### src/rtl/sprite_pkg.sv
// Shared types and the RGB888 -> RGB332 encoder for the sprite write path.
package sprite_pkg;

    typedef logic [23:0] rgb888_t;
    typedef logic [7:0]  pal_idx_t;

    typedef enum logic [1:0] {
        IDLE  = 2'd0,
        WRITE = 2'd1,
        SWAP  = 2'd2
    } writer_state_t;

    // Plain truncation; the palette memory holds the matching RGB332 table.
    function automatic pal_idx_t rgb_to_rgb332(input rgb888_t px);
        return {px[23:21], px[15:13], px[7:6]};
    endfunction

endpackage

### src/rtl/sprite_addr_gen.sv
// Pixel x/y counters and back-buffer address generation for the sprite writer.
module sprite_addr_gen
    import sprite_pkg::*;
#(
    parameter int WIDTH  = 256,
    parameter int HEIGHT = 256,
    parameter int ADDR_W = $clog2(WIDTH * HEIGHT * 2)
) (
    input  logic              clk_i,
    input  logic              rst_n_i,
    input  logic              advance_i,
    input  logic              restart_i,
    input  logic              pop_i,
    output logic [ADDR_W-1:0] addr_o,
    output logic              last_pixel_o
);

    localparam int XW = (WIDTH  > 1) ? $clog2(WIDTH)  : 1;
    localparam int YW = (HEIGHT > 1) ? $clog2(HEIGHT) : 1;

    logic [XW-1:0]     x_q, x_d, cur_x;
    logic [YW-1:0]     y_q, y_d, cur_y;
    logic              x_at_end, y_at_end;
    logic [ADDR_W-1:0] back_base;

    // A restart treats the current pixel as (0,0) regardless of the counters.
    assign cur_x    = restart_i ? '0 : x_q;
    assign cur_y    = restart_i ? '0 : y_q;
    assign x_at_end = (cur_x == XW'(WIDTH - 1));
    assign y_at_end = (cur_y == YW'(HEIGHT - 1));

    assign last_pixel_o = x_at_end && y_at_end;
    assign back_base    = pop_i ? ADDR_W'(WIDTH * HEIGHT) : '0;
    assign addr_o       = back_base + ADDR_W'(cur_y) * ADDR_W'(WIDTH) + ADDR_W'(cur_x);

    always_comb begin
        x_d = x_q;
        y_d = y_q;
        if (advance_i) begin
            if (x_at_end) begin
                x_d = '0;
                y_d = y_at_end ? '0 : cur_y + 1'b1;
            end else begin
                x_d = cur_x + 1'b1;
                y_d = cur_y;
            end
        end
    end

    always_ff @(posedge clk_i or negedge rst_n_i) begin
        if (!rst_n_i) begin
            x_q <= '0;
            y_q <= '0;
        end else begin
            x_q <= x_d;
            y_q <= y_d;
        end
    end

endmodule

### src/rtl/sprite_frame_writer.sv
// Streams RGB888 frames into the back half of the double-buffered sprite BRAM
// as RGB332 indices and flips the front-buffer select at end of frame.
module sprite_frame_writer
    import sprite_pkg::*;
#(
    parameter int WIDTH  = 256,
    parameter int HEIGHT = 256,
    parameter int ADDR_W = $clog2(WIDTH * HEIGHT * 2)
) (
    input  logic              pixel_clk_in,
    input  logic              rst_n_in,
    input  logic              s_valid_in,
    output logic              s_ready_out,
    input  logic [23:0]       s_data_in,
    input  logic              s_sof_in,
    input  logic              swap_en_in,
    output logic              mem_we_out,
    output logic [ADDR_W-1:0] mem_addr_out,
    output logic [7:0]        mem_data_out,
    output logic              pop_out,
    output logic              frame_done_out,
    output logic              sync_err_out
);

    writer_state_t     state_q, state_d;
    logic              pop_q, pop_d;
    logic              sync_err_q, sync_err_d;
    logic              mem_we_q, mem_we_d;
    logic [ADDR_W-1:0] mem_addr_q, mem_addr_d;
    pal_idx_t          mem_data_q, mem_data_d;

    logic              xfer, advance, restart, last_pixel;
    logic [ADDR_W-1:0] gen_addr;

    assign s_ready_out = (state_q != SWAP);
    assign xfer        = s_valid_in & s_ready_out;

    // Any sof transfer (IDLE or mid-frame) restarts at (0,0); in IDLE, non-sof pixels are dropped.
    assign restart = xfer & s_sof_in & ((state_q == IDLE) | (state_q == WRITE));
    assign advance = xfer & (((state_q == IDLE) & s_sof_in) | (state_q == WRITE));

    sprite_addr_gen #(
        .WIDTH  (WIDTH),
        .HEIGHT (HEIGHT),
        .ADDR_W (ADDR_W)
    ) u_addr_gen (
        .clk_i        (pixel_clk_in),
        .rst_n_i      (rst_n_in),
        .advance_i    (advance),
        .restart_i    (restart),
        .pop_i        (pop_q),
        .addr_o       (gen_addr),
        .last_pixel_o (last_pixel)
    );

    always_comb begin
        state_d    = state_q;
        pop_d      = pop_q;
        sync_err_d = sync_err_q;
        mem_we_d   = 1'b0;
        mem_addr_d = mem_addr_q;
        mem_data_d = mem_data_q;

        case (state_q)
            IDLE: begin
                if (advance) state_d = last_pixel ? SWAP : WRITE;
            end
            WRITE: begin
                if (advance) begin
                    if (restart) sync_err_d = 1'b1;
                    state_d = last_pixel ? SWAP : WRITE;
                end
            end
            SWAP: begin
                // The last write lands during this cycle, before pop flips.
                if (swap_en_in) pop_d = ~pop_q;
                state_d = IDLE;
            end
            default: state_d = IDLE;
        endcase

        if (advance) begin
            mem_we_d   = 1'b1;
            mem_addr_d = gen_addr;
            mem_data_d = rgb_to_rgb332(s_data_in);
        end
    end

    always_ff @(posedge pixel_clk_in or negedge rst_n_in) begin
        if (!rst_n_in) begin
            state_q    <= IDLE;
            pop_q      <= 1'b1;
            sync_err_q <= 1'b0;
            mem_we_q   <= 1'b0;
            mem_addr_q <= '0;
            mem_data_q <= '0;
        end else begin
            state_q    <= state_d;
            pop_q      <= pop_d;
            sync_err_q <= sync_err_d;
            mem_we_q   <= mem_we_d;
            mem_addr_q <= mem_addr_d;
            mem_data_q <= mem_data_d;
        end
    end

    assign mem_we_out     = mem_we_q;
    assign mem_addr_out   = mem_addr_q;
    assign mem_data_out   = mem_data_q;
    assign pop_out        = pop_q;
    assign frame_done_out = (state_q == SWAP);
    assign sync_err_out   = sync_err_q;

endmodule

### config.mk
export PLATFORM = sky130hd
export DESIGN_NAME = sprite_frame_writer
export DESIGN_NICKNAME = d
export VERILOG_FILES = /design/src/rtl/sprite_pkg.sv /design/src/rtl/sprite_addr_gen.sv /design/src/rtl/sprite_frame_writer.sv
export SDC_FILE = /design/constraint.sdc
export NUM_CORES = 1
export LEC_CHECK = 0
export CORE_UTILIZATION = 49
export CTS_CLUSTER_DIAMETER = 50
export DETAILED_ROUTE_END_ITERATION = 10
export DONT_BUFFER_PORTS = 1
export SETUP_SLACK_MARGIN = 0.05
export SKIP_LAST_GASP = 1
export SYNTH_ARGS = -nofsm -noshare
export SYNTH_HDL_FRONTEND = slang
export SYNTH_HIERARCHICAL = 1
export SYNTH_SLANG_ARGS = --single-unit
### constraint.sdc
create_clock -name pixel_clk_in -period 3.1 [get_ports pixel_clk_in]
set_input_delay 0.465 -clock pixel_clk_in [delete_from_list [all_inputs] [get_ports pixel_clk_in]]
set_output_delay 0.465 -clock pixel_clk_in [all_outputs]
set_load 0.03 [all_outputs]
==> summary by stage <==
Power
The total power divided by cell area is 628 mW/mm2. The combinational share of power is 0.158. The share of total power dissipated in sequential elements is 0.603. The total design power is 1.52 mW. The fraction of power consumed by the clock network is 0.239. Internal power comes to 1.01 mW. Of the total power, the share spent switching nets is 0.340. Summed over all cells, the static leakage comes to 1.11 nW. The largest voltage drop on the vdd net is 0.489 mV. Summed over all nets, the switching power comes to 0.519 mW.

Timing
The clock period could shrink to 2.64 ns. Adding up every negative setup slack in the final design gives 0 ns. The max-slew headroom at the worst pin is 0.596. Setup violations remaining at the end of the flow were counted as 0.

For the pin with the worst max-slew slack, the measured transition is 0.600 ns. For this run, the top clock speed supported by timing is 379 MHz. Dividing the final minimum period by the clock period gives 0.852. The number of hold violations in the final report is 0. The total count of max-transition violations in the final report came to 0. The worst hold slack across all endpoints is 0.00794 ns. Setup repair after global routing left no endpoint under its margin. The setup clock skew after layout is 0.00922 ns.

Detailed routing
The initial DRC count is 94. In this run the remaining antenna-violating nets after routing total 0. After detailed routing, the number of vias per cell comes to 6.07. Detailed routing inserted a total of 1463 vias.

The number of remaining DRC errors is 8. The detail-routed net length per standard cell is 17.6 um. Before antenna repair, the detailed router went through 7 iterations. The routed wire length is 4.25 mm.

Worst setup path
The critical path capture point type is a flip-flop. In this run the worst path has a maximum fanout of 6. The type of element launching the critical path is a flip-flop.

The slowest stage of the critical path belongs to the cell nor4_1. The signal on the critical path passes through and3b_1 > nor2b_1 > ha_1 > and3_1 > nand3_1 > nor4_1 > a211oi_1. On the worst path, the slowest cell contributes a delay of 0.58 ns. The critical path class is reg -> reg. The required time at the worst-slack endpoint is 3.24 ns. For the worst setup path, the data arrival time is 2.78 ns.

CTS
The buffers inserted during post-CTS setup optimization is 0. Clock latency on the worst-skew pair, taken at its later pin, is 0.29 ns. The number of H-tree levels is 2.

The total of hold buffers inserted after clock tree synthesis is 2. In this run, post-CTS repair resized a total of 0 instances. In this run the clock root is driven by a clkbuf_8. No sink is reached through more buffers than the 2 on the longest clock path. TritonCTS built the clock tree. Clock-pin slew was measured on the worst setup and hold paths at 0.08 ns. The number of buffers created by CTS is 5. CTS saw 46 sinks.

Placed design
The total of buffers placed on input and output ports is 0. The half-perimeter wire length after detailed placement is 2.85 mm. Routability-driven placement finished with a final weighted congestion of 0.839.

Yosys
In the synthesized netlist, the cells that appear most often are dfrtp_1, mux2_4, nor2b_1, nor2_1, mux2_2. Of the synthesized area, sequential elements account for 0.501. Counting distinct cell types in the post-synthesis netlist gives 52.

The net count of the mapped netlist is 219. For this run, asynchronously set or reset flops after synthesis account for 1.00. The cell area that synthesis handed to floorplanning was 0.00230 mm2. In the post-synthesis netlist, the biggest area contributors are dfrtp_1, mux2_4, nor2b_1. The count of flip-flops with a built-in enable after synthesis is 0.

The synthesized design spends more area on one cell type than any other, namely dfrtp_1. The cell count after synthesis came out at 188. The average instance in the mapped netlist occupies 12.2 um2. dfrtp_1 is the most common cell in the netlist. The most used flip-flop cell after synthesis is dfrtp_1. The total of flip-flops plus latches after synthesis is 46. During synthesis, Yosys emitted a total of 6 warnings. Of the post-synthesis cell area, the dominant cell type holds 0.489.

Global routing
Entering global routing, the biggest net connects 46 pins. The via count of the first global-routing pass is 1533. The all-layer global routing usage is 0.188. The initial antenna violation count is 0. The first global-routing pass estimated 7.36 mm of wire. The total overflow reported by the global router is 0.

Floorplanning
The core outline area is 0.00444 mm2. For this design the top-level I/O count stands at 59. The horizontal die dimension is 70.5 um. The initial utilization of the core area, before any placement, comes to 0.518. The overall die area is 0.00497 mm2. In this run the core area contains 24 standard-cell rows. In this run the vertical extent of the chip is 70.5 um.

Run status
The run finished, with violations left. The checks that failed: DRC.

Final layout
From synthesis to final layout, the design area changed by 5.44%. Fill cells in the final layout number 388. The net count of the finished layout is 219.

0 antenna diodes ended up in the layout. The share of cells above drive strength 1 is 0.222.

Job
The max-capacitance violation count is 0.

Min path
The worst hold-check path type is in -> async.
flip-flops by register name, indices dropped and copies added, names as in the netlist:
name and flops:
mem_addr_out 17, mem_data_out 8, u_addr_gen/x_q 8, u_addr_gen/y_q 8, state_q 2, mem_we_out 1
pop_out 1, sync_err_out 1
through the flow:
| step | worst slack (ns) | util | instance area (um2) | std cells |
|---|---|---|---|---|
| finish | 0.460 | 0.546 | 2430 | 241 |
| detailed placement | 0.422 | 0.517 | 2300 | 231 |
| floorplan | 0.662 | - | 2300 | 188 |
| global placement | 0.480 | 0.517 | 2300 | 231 |
| CTS | 0.439 | 0.546 | 2430 | 241 |
| global route | 0.189 | 0.546 | 2430 | 241 |
layer usage:
layer | wire length [um] | vias to the layer above | GRT usage
li1 | - | 682 | -
met1 | 1930 | 733 | 0.237
met5 | 0 | - | 0
met2 | 2080 | 46 | 0.313
met3 | 226 | 2 | 0.0592
met4 | 14 | 0 | 0.0544
worst paths after layout:
| kind | start | endpoint | slack [ns] | cells past startpoint |
|---|---|---|---|---|
| max | state_q[1] | state_q[0] | 0.46 | 7 |
| min | rst_n_in | mem_addr_out[14] | 0.008 | 1 |
| max reg2reg | state_q[1] | state_q[0] | 0.46 | 7 |
| min reg2reg | state_q[1] | state_q[0] | 0.53 | 1 |
| max in group asynchronous | rst_n_in | pop_out | 2.46 | 1 |
| min in group pixel_clk_in | s_valid_in | state_q[0] | 0.26 | 1 |
logic make-up after synthesis:
| kind of cell | count (synthesis) | share of synthesized area |
|---|---|---|
| AND/OR/NAND/NOR | 63 | 0.178 |
| AO/OA/AOI/OAI | 32 | 0.0941 |
| multiplexers | 28 | 0.165 |
| flip-flops | 46 | 0.501 |
| buffers and inverters | 16 | 0.0473 |
| adder cells (fa/ha/maj) | 2 | 0.0109 |
| XOR/XNOR | 1 | 0.00381 |
critical path: cells and delay by family (launching register included):
family / cells / cell delay (ns)
fa+ha+maj: 1 / 0.32
compound gates: 1 / 0.15
simple gates: 5 / 1.60
flops: 1 / 0.43
cell type report:
class                           instances  area, um2  share of cell area
Clock buffer                            7       86.3              0.0356
Clock inverter                          1       5.00             0.00206
Inverter                                5       18.8             0.00774
Multi-Input combinational cell        126       1050               0.431
Sequential cell                        46       1150               0.475
Tap cell                               52       65.1              0.0268
Timing Repair Buffer                    4       52.6              0.0217
cell usage in the layout (no fill, tap or decap), types with 6 or more instances in the layout:
cell	n
mux2_4	18
a21oi_1	7
nand3_1	6
nand2_1	7
nor2_1	9
nor2b_1	15
mux2_2	8
clkbuf_8	6
dfrtp_1	45
power by group through the flow:
| stage | clock, mW | combinational, mW | sequential [mW] |
|---|---|---|---|
| 5_1_grt | 0.402 | 0.267 | 0.940 |
| 2_1_floorplan | 0 | 0.219 | 0.891 |
| 3_3_place_gp | 0 | 0.215 | 0.925 |
| 3_5_place_dp | 0 | 0.226 | 0.932 |
| 6_report | 0.364 | 0.241 | 0.919 |
| 4_1_cts | 0.379 | 0.244 | 0.921 |
Power figures use the tool's default switching activity.
